==> config.mk <==
export PLATFORM = sky130hd
export DESIGN_NAME = reg_ovr_sched
export DESIGN_NICKNAME = d
export VERILOG_FILES = /design/src/rtl/reg_ovr_pkg.sv /design/src/rtl/reg_ovr_sched_rr_arbiter.sv /design/src/rtl/reg_ovr_sched.sv
export SDC_FILE = /design/constraint.sdc
export NUM_CORES = 1
export LEC_CHECK = 0
export CAP_MARGIN = 25
export CORE_MARGIN = 3
export CORE_UTILIZATION = 30
export DETAILED_ROUTE_END_ITERATION = 10
export GPL_TIMING_DRIVEN = 1
export PLACE_DENSITY = 0.64
export SYNTH_ARGS = -nofsm -noshare
export SYNTH_HDL_FRONTEND = slang
export SYNTH_SLANG_ARGS = --single-unit
==> constraint.sdc <==
create_clock -name clk -period 4.6 [get_ports clk]
set_input_delay 0.92 -clock clk [delete_from_list [all_inputs] [get_ports clk]]
set_output_delay 0.92 -clock clk [all_outputs]
set_load 0.03 [all_outputs]
==> src/rtl/reg_ovr_pkg.sv <==
// Shared state/op encodings and default parameters for the register override scheduler.
package reg_ovr_pkg;

    localparam int unsigned NREQ_DEF     = 4;
    localparam int unsigned WIDTH_DEF    = 8;
    localparam int unsigned MAX_HOLD_DEF = 16;
    localparam int unsigned NREQ_MIN     = 2;
    localparam int unsigned NREQ_MAX     = 8;

    localparam logic OP_SET = 1'b1;
    localparam logic OP_CLR = 1'b0;

    typedef enum logic [1:0] {
        ST_IDLE    = 2'd0,
        ST_APPLY   = 2'd1,
        ST_HOLD    = 2'd2,
        ST_RELEASE = 2'd3
    } state_e;

endpackage

==> src/rtl/reg_ovr_sched_rr_arbiter.sv <==
// Combinational round-robin arbiter: the first active request at or after ptr wins (one-hot).
module rr_arbiter
    import reg_ovr_pkg::*;
#(
    parameter int unsigned NREQ = NREQ_DEF
) (
    input  logic [NREQ-1:0]         req_i,
    input  logic [$clog2(NREQ)-1:0] ptr_i,
    output logic [NREQ-1:0]         gnt_c
);

    localparam int unsigned PTR_W = $clog2(NREQ);

    logic [PTR_W-1:0] idx;
    logic             found;

    always_comb begin
        gnt_c = '0;
        found = 1'b0;
        idx   = '0;
        for (int unsigned i = 0; i < NREQ; i++) begin
            idx = PTR_W'((32'(ptr_i) + i) % NREQ);
            if (!found && req_i[idx]) begin
                gnt_c[idx] = 1'b1;
                found      = 1'b1;
            end
        end
    end

endmodule

==> src/rtl/reg_ovr_sched.sv <==
// Register-override scheduler: round-robin grants a set/clear override of a flop bank.
// Optional feature: define OVR_TIMEOUT_EN to bound HOLD to MAX_HOLD cycles and add the timeout port.
module reg_ovr_sched
    import reg_ovr_pkg::*;
#(
    parameter int unsigned NREQ     = NREQ_DEF,
    parameter int unsigned WIDTH    = WIDTH_DEF,
    parameter int unsigned MAX_HOLD = MAX_HOLD_DEF
) (
    input  logic                  clk,
    input  logic                  rst,
    input  logic [NREQ-1:0]       req,
    input  logic [NREQ-1:0]       req_val,
    input  logic [NREQ*WIDTH-1:0] req_mask,
    output logic [NREQ-1:0]       gnt,
    output logic [WIDTH-1:0]      ovr_set,
    output logic [WIDTH-1:0]      ovr_clr,
    output logic                  busy,
    output logic                  done
`ifdef OVR_TIMEOUT_EN
    ,
    output logic                  timeout
`endif
);

    localparam int unsigned PTR_W = $clog2(NREQ);

    if (NREQ < NREQ_MIN || NREQ > NREQ_MAX || WIDTH < 1 || MAX_HOLD < 1) begin : g_param_chk
        $error("reg_ovr_sched: parameter out of range");
    end

    state_e           state_q, state_d;
    logic [PTR_W-1:0] ptr_q, ptr_d, ptr_nxt;
    logic [NREQ-1:0]  gnt_q, gnt_d;
    logic [WIDTH-1:0] set_q, set_d, clr_q, clr_d;
    logic             busy_q, busy_d;
    logic             done_q, done_d;
    logic [NREQ-1:0]  arb_gnt;
    logic [WIDTH-1:0] mask_sel;
    logic             val_sel;
    logic             release_c;

`ifdef OVR_TIMEOUT_EN
    localparam int unsigned CNT_W = $clog2(MAX_HOLD + 1);
    logic [CNT_W-1:0] cnt_q, cnt_d;
    logic             timeout_q, timeout_d;
`endif

    rr_arbiter #(.NREQ(NREQ)) u_arb (
        .req_i (req),
        .ptr_i (ptr_q),
        .gnt_c (arb_gnt)
    );

    // Winner's payload and the pointer value that follows it
    always_comb begin
        mask_sel = '0;
        val_sel  = OP_CLR;
        ptr_nxt  = ptr_q;
        for (int unsigned i = 0; i < NREQ; i++) begin
            if (arb_gnt[i]) begin
                mask_sel = req_mask[i*WIDTH +: WIDTH];
                val_sel  = req_val[i];
                ptr_nxt  = PTR_W'((i + 1) % NREQ);
            end
        end
    end

    always_comb begin
        state_d   = state_q;
        ptr_d     = ptr_q;
        gnt_d     = gnt_q;
        set_d     = set_q;
        clr_d     = clr_q;
        done_d    = 1'b0;
        release_c = 1'b0;
`ifdef OVR_TIMEOUT_EN
        cnt_d     = cnt_q;
        timeout_d = 1'b0;
`endif
        case (state_q)
            ST_IDLE: begin
                if (|req) begin
                    state_d = ST_APPLY;
                    ptr_d   = ptr_nxt;
                    gnt_d   = arb_gnt;
                    set_d   = mask_sel & {WIDTH{val_sel == OP_SET}};
                    clr_d   = mask_sel & {WIDTH{val_sel == OP_CLR}};
                end
            end
            ST_APPLY: begin
                state_d = ST_HOLD;
`ifdef OVR_TIMEOUT_EN
                cnt_d   = '0;
`endif
            end
            ST_HOLD: begin
                if (!(|(req & gnt_q))) begin
                    release_c = 1'b1;
                end
`ifdef OVR_TIMEOUT_EN
                else if (cnt_q == CNT_W'(MAX_HOLD - 1)) begin
                    release_c = 1'b1;
                    timeout_d = 1'b1;
                end else begin
                    cnt_d = cnt_q + CNT_W'(1);
                end
`endif
            end
            ST_RELEASE: begin
                state_d = ST_IDLE;
            end
            default: begin
                state_d = ST_IDLE;
            end
        endcase
        // Outputs drop on the edge into RELEASE, together with the done pulse
        if (release_c) begin
            state_d = ST_RELEASE;
            gnt_d   = '0;
            set_d   = '0;
            clr_d   = '0;
            done_d  = 1'b1;
        end
        busy_d = (state_d != ST_IDLE);
    end

    always_ff @(posedge clk) begin
        if (rst) begin
            state_q   <= ST_IDLE;
            ptr_q     <= '0;
            gnt_q     <= '0;
            set_q     <= '0;
            clr_q     <= '0;
            busy_q    <= 1'b0;
            done_q    <= 1'b0;
`ifdef OVR_TIMEOUT_EN
            cnt_q     <= '0;
            timeout_q <= 1'b0;
`endif
        end else begin
            state_q   <= state_d;
            ptr_q     <= ptr_d;
            gnt_q     <= gnt_d;
            set_q     <= set_d;
            clr_q     <= clr_d;
            busy_q    <= busy_d;
            done_q    <= done_d;
`ifdef OVR_TIMEOUT_EN
            cnt_q     <= cnt_d;
            timeout_q <= timeout_d;
`endif
        end
    end

    assign gnt     = gnt_q;
    assign ovr_set = set_q;
    assign ovr_clr = clr_q;
    assign busy    = busy_q;
    assign done    = done_q;
`ifdef OVR_TIMEOUT_EN
    assign timeout = timeout_q;
`endif

endmodule

==> impl_metrics.env <==
export IMPL_hold_class="flip-flop to flip-flop"
export IMPL_tightest_slew_ns=0.654
export IMPL_final_hold_viol_count=0
export IMPL_initial_utilization=0.315
export IMPL_finalSetupViolations=0
export IMPL_vias_per_cell=5.36
export IMPL_clock_path_buffers=2
export IMPL_cts_root_buf="clkbuf_8"
export IMPL_worstSkewPairLatency_ns=0.27
export IMPL_gp_congestion=0.814
export IMPL_setup_worst_path_end_class="flip-flop"
export IMPL_crit_chain="clkdlybuf4s50_1 -> mux4_2 -> a2111oi_0 -> o31ai_2 -> a311o_1 -> a221oi_4 -> a22o_1"
export IMPL_crit_required_ns=4.82
export IMPL_hpwlAfterDp_um=4540
export IMPL_syn_inst=223
export IMPL_grt_usage=0.158
export IMPL_worstPathMaxFanout=12
export IMPL_synth_edf_count=0
export IMPL_drive_above_1_share=0.0717
export IMPL_syn_cell_area_um2=1900
export IMPL_yosys_area_top_type_share=0.274
export IMPL_drt_pass1_iter_count=4
export IMPL_totalPowerFinal_w=0.00216
export IMPL_period_minus_slack_ns=3.89
export IMPL_grt_max_degree=19
export IMPL_antenna_found_initial=0
export IMPL_crit_buf_inv=1
export IMPL_drt_iter0_drc=126
export IMPL_fmax_mhz=257
export IMPL_synthFlopType="dfxtp_1"
export IMPL_crit_family="compound AO/OA/AOI/OAI gates"
export IMPL_synth_distinct_cells=51
export IMPL_cts_setup_buffers=0
export IMPL_overflow=0
export IMPL_synth_async_reset_ratio=0
export IMPL_p_leak_nw=1.02
export IMPL_seq_area_frac_synth=0.274
export IMPL_fin_crit_sh=0.845
export IMPL_die_area_um2=7320
export IMPL_fin_tns_setup_ns=0
export IMPL_slew_violations=0
export IMPL_rsz0062_at_grt="false"
export IMPL_ir_worst_vdd_v=0.000363
export IMPL_tritoncts="yes"
export IMPL_arrival_ns=4.10
export IMPL_avgRoutedWirePerCell_um=16.6
export IMPL_final_nets=331
export IMPL_worstSetupPathType="primary input to flip-flop"
export IMPL_numCtsBuffers=3
export IMPL_synth_area_leaders="dfxtp_1 27%, a22o_1 7.4%, ha_1 5.9%, nand2_1 5.3%, a211oi_1 3.6%"
export IMPL_portBuffers=63
export IMPL_syn_num_nets=274
export IMPL_skew_ns=0.00180
export IMPL_outcome="finished clean"
export IMPL_drv_cap=0
export IMPL_die_h_um=85.5
export IMPL_design_area_um2=2640
export IMPL_cts_repair_resized=0
export IMPL_max_slew_margin=0.564
export IMPL_synth_largest_area_cell="dfxtp_1"
export IMPL_die_w_um=85.5
export IMPL_crit_path_max_incr_delay_ns=0.62
export IMPL_fin_util=0.438
export IMPL_cts_clk_slew_worst_paths_ns=0.09
export IMPL_htreeDepth=1
export IMPL_postSynthAreaPerCell_um2=8.51
export IMPL_drc=0
export IMPL_wirelength_um=5860
export IMPL_core_um2=6030
export IMPL_rows=28
export IMPL_synth_seq_cells=26
export IMPL_ys_warnings_count=0
export IMPL_area_growth_pct=39.1
export IMPL_grt_pass1_vias=1806
export IMPL_diodes=0
export IMPL_crit_slowest_cell="clkdlybuf4s50_1"
export IMPL_ioPinCount=64
export IMPL_start_kind="primary input"
export IMPL_cts_sinks=26
export IMPL_grt_pass1_wl_um=9430
export IMPL_num_vias=1899
export IMPL_placed_area_um2=2570
export IMPL_postRouteAntennaNets=0
export IMPL_powerDensity_nw_per_um2=817
export IMPL_hold_buffers=0
-- through the flow --
step	setup WS [ns]	hold WS (ns)	cells
finish	0.712	0.485	354
CTS	0.747	0.492	354
global placement	0.544	0.470	350
global route	0.566	0.511	354
detailed placement	0.461	0.463	350
floorplan	1.37	0.475	223
-- final timing paths --
| check | from | end | slack (ns) | cells past startpoint |
|---|---|---|---|---|
| worst min-delay path | ovr_set[6] | ovr_set[6] | 0.48 | 2 |
| worst min register to register | ovr_set[6] | ovr_set[6] | 0.48 | 2 |
| worst max-delay path | req[1] | ovr_clr[0] | 0.71 | 7 |
| worst max register to register | ptr_q[1] | ovr_clr[0] | 0.78 | 8 |
-- routing by layer --
metal / wire, um / global-route usage / vias to the layer above
met5: 0 / 0 / -
met4: 84 / 0.0288 / 0
met3: 168 / 0.0202 / 6
met2: 2710 / 0.246 / 45
met1: 2900 / 0.236 / 895
li1: - / - / 953
-- cell families (layout without fill, tap and decap cells) --
| kind of cell | count (synthesis) | in the layout | share of synthesized area |
|---|---|---|---|
| AO/OA/AOI/OAI | 80 | 80 | 0.337 |
| adder cells (fa/ha/maj) | 9 | 9 | 0.0593 |
| buffers and inverters | 23 | 79 | 0.0600 |
| flip-flops | 26 | 26 | 0.274 |
| multiplexers | 10 | 10 | 0.0686 |
| AND/OR/NAND/NOR | 75 | 75 | 0.201 |
-- registers in the layout, indices dropped and copies added, names as in the netlist --
signal / count
ovr_clr: 8
ovr_set: 8
gnt: 4
ptr_q: 2
state_q: 2
busy: 1
done: 1
-- tightest hold or removal path, delay by kind of cell, from the launching register on --
family / cells / cell delay, ns
flip-flops: 1 / 0.33
AND/OR/NAND/NOR: 1 / 0.05
AO/OA/AOI/OAI: 1 / 0.06
-- layout make-up --
class / instances / area, um2
flip-flops and latches: 26 / 520
fillers: 604 / 3390
multi-input cells: 174 / 1260
clock buffers: 3 / 41.3
well taps: 75 / 93.8
repair buffers: 67 / 661
clock inverters: 1 / 30.0
inverters: 8 / 30.0
-- Yosys cell counts (all sizes together) (3+ instances only) --
cell type / count
nor3: 3
buf: 10
o31ai: 11
mux2i: 4
a21oi: 10
nand2: 27
o21ai: 9
nor2: 14
and3: 6
ha: 9
mux2: 4
nor2b: 5
dfxtp: 26
a21boi: 3
inv: 8
nand2b: 5
a211oi: 9
a22o: 16
a221oi: 4
o22ai: 3
clkbuf: 5
and2: 3
-- cells in the final DEF (no fill, tap or decap), types with 2 or more instances in the layout --
cell and n:
a2111o_1 2, a211oi_1 9, a21boi_1 2, a21o_1 2, a21oi_1 9, a221oi_1 3, a22o_1 16, a311o_1 2
and2_1 3, and3_1 6, and3b_1 2, buf_4 4, clkbuf_8 3, clkdlybuf4s50_1 63, dfxtp_1 26, ha_1 9
inv_1 8, mux2_2 4, mux2i_1 4, mux4_2 2, nand2_1 27, nand2b_1 5, nand3b_1 2, nor2_1 14
nor2b_1 5, nor3_1 3, nor3b_1 2, o21ai_0 9, o22ai_1 3, o31ai_1 9
-- where the power goes --
part	total (W)	internal, W	leakage (nW)	switching [W]
combinational	0.00158	0.000640	0.767	0.000936
clock	0.000190	0.000116	0.0357	0.0000736
sequential	0.000390	0.000321	0.213	0.0000692
Power figures use the tool's default switching activity.
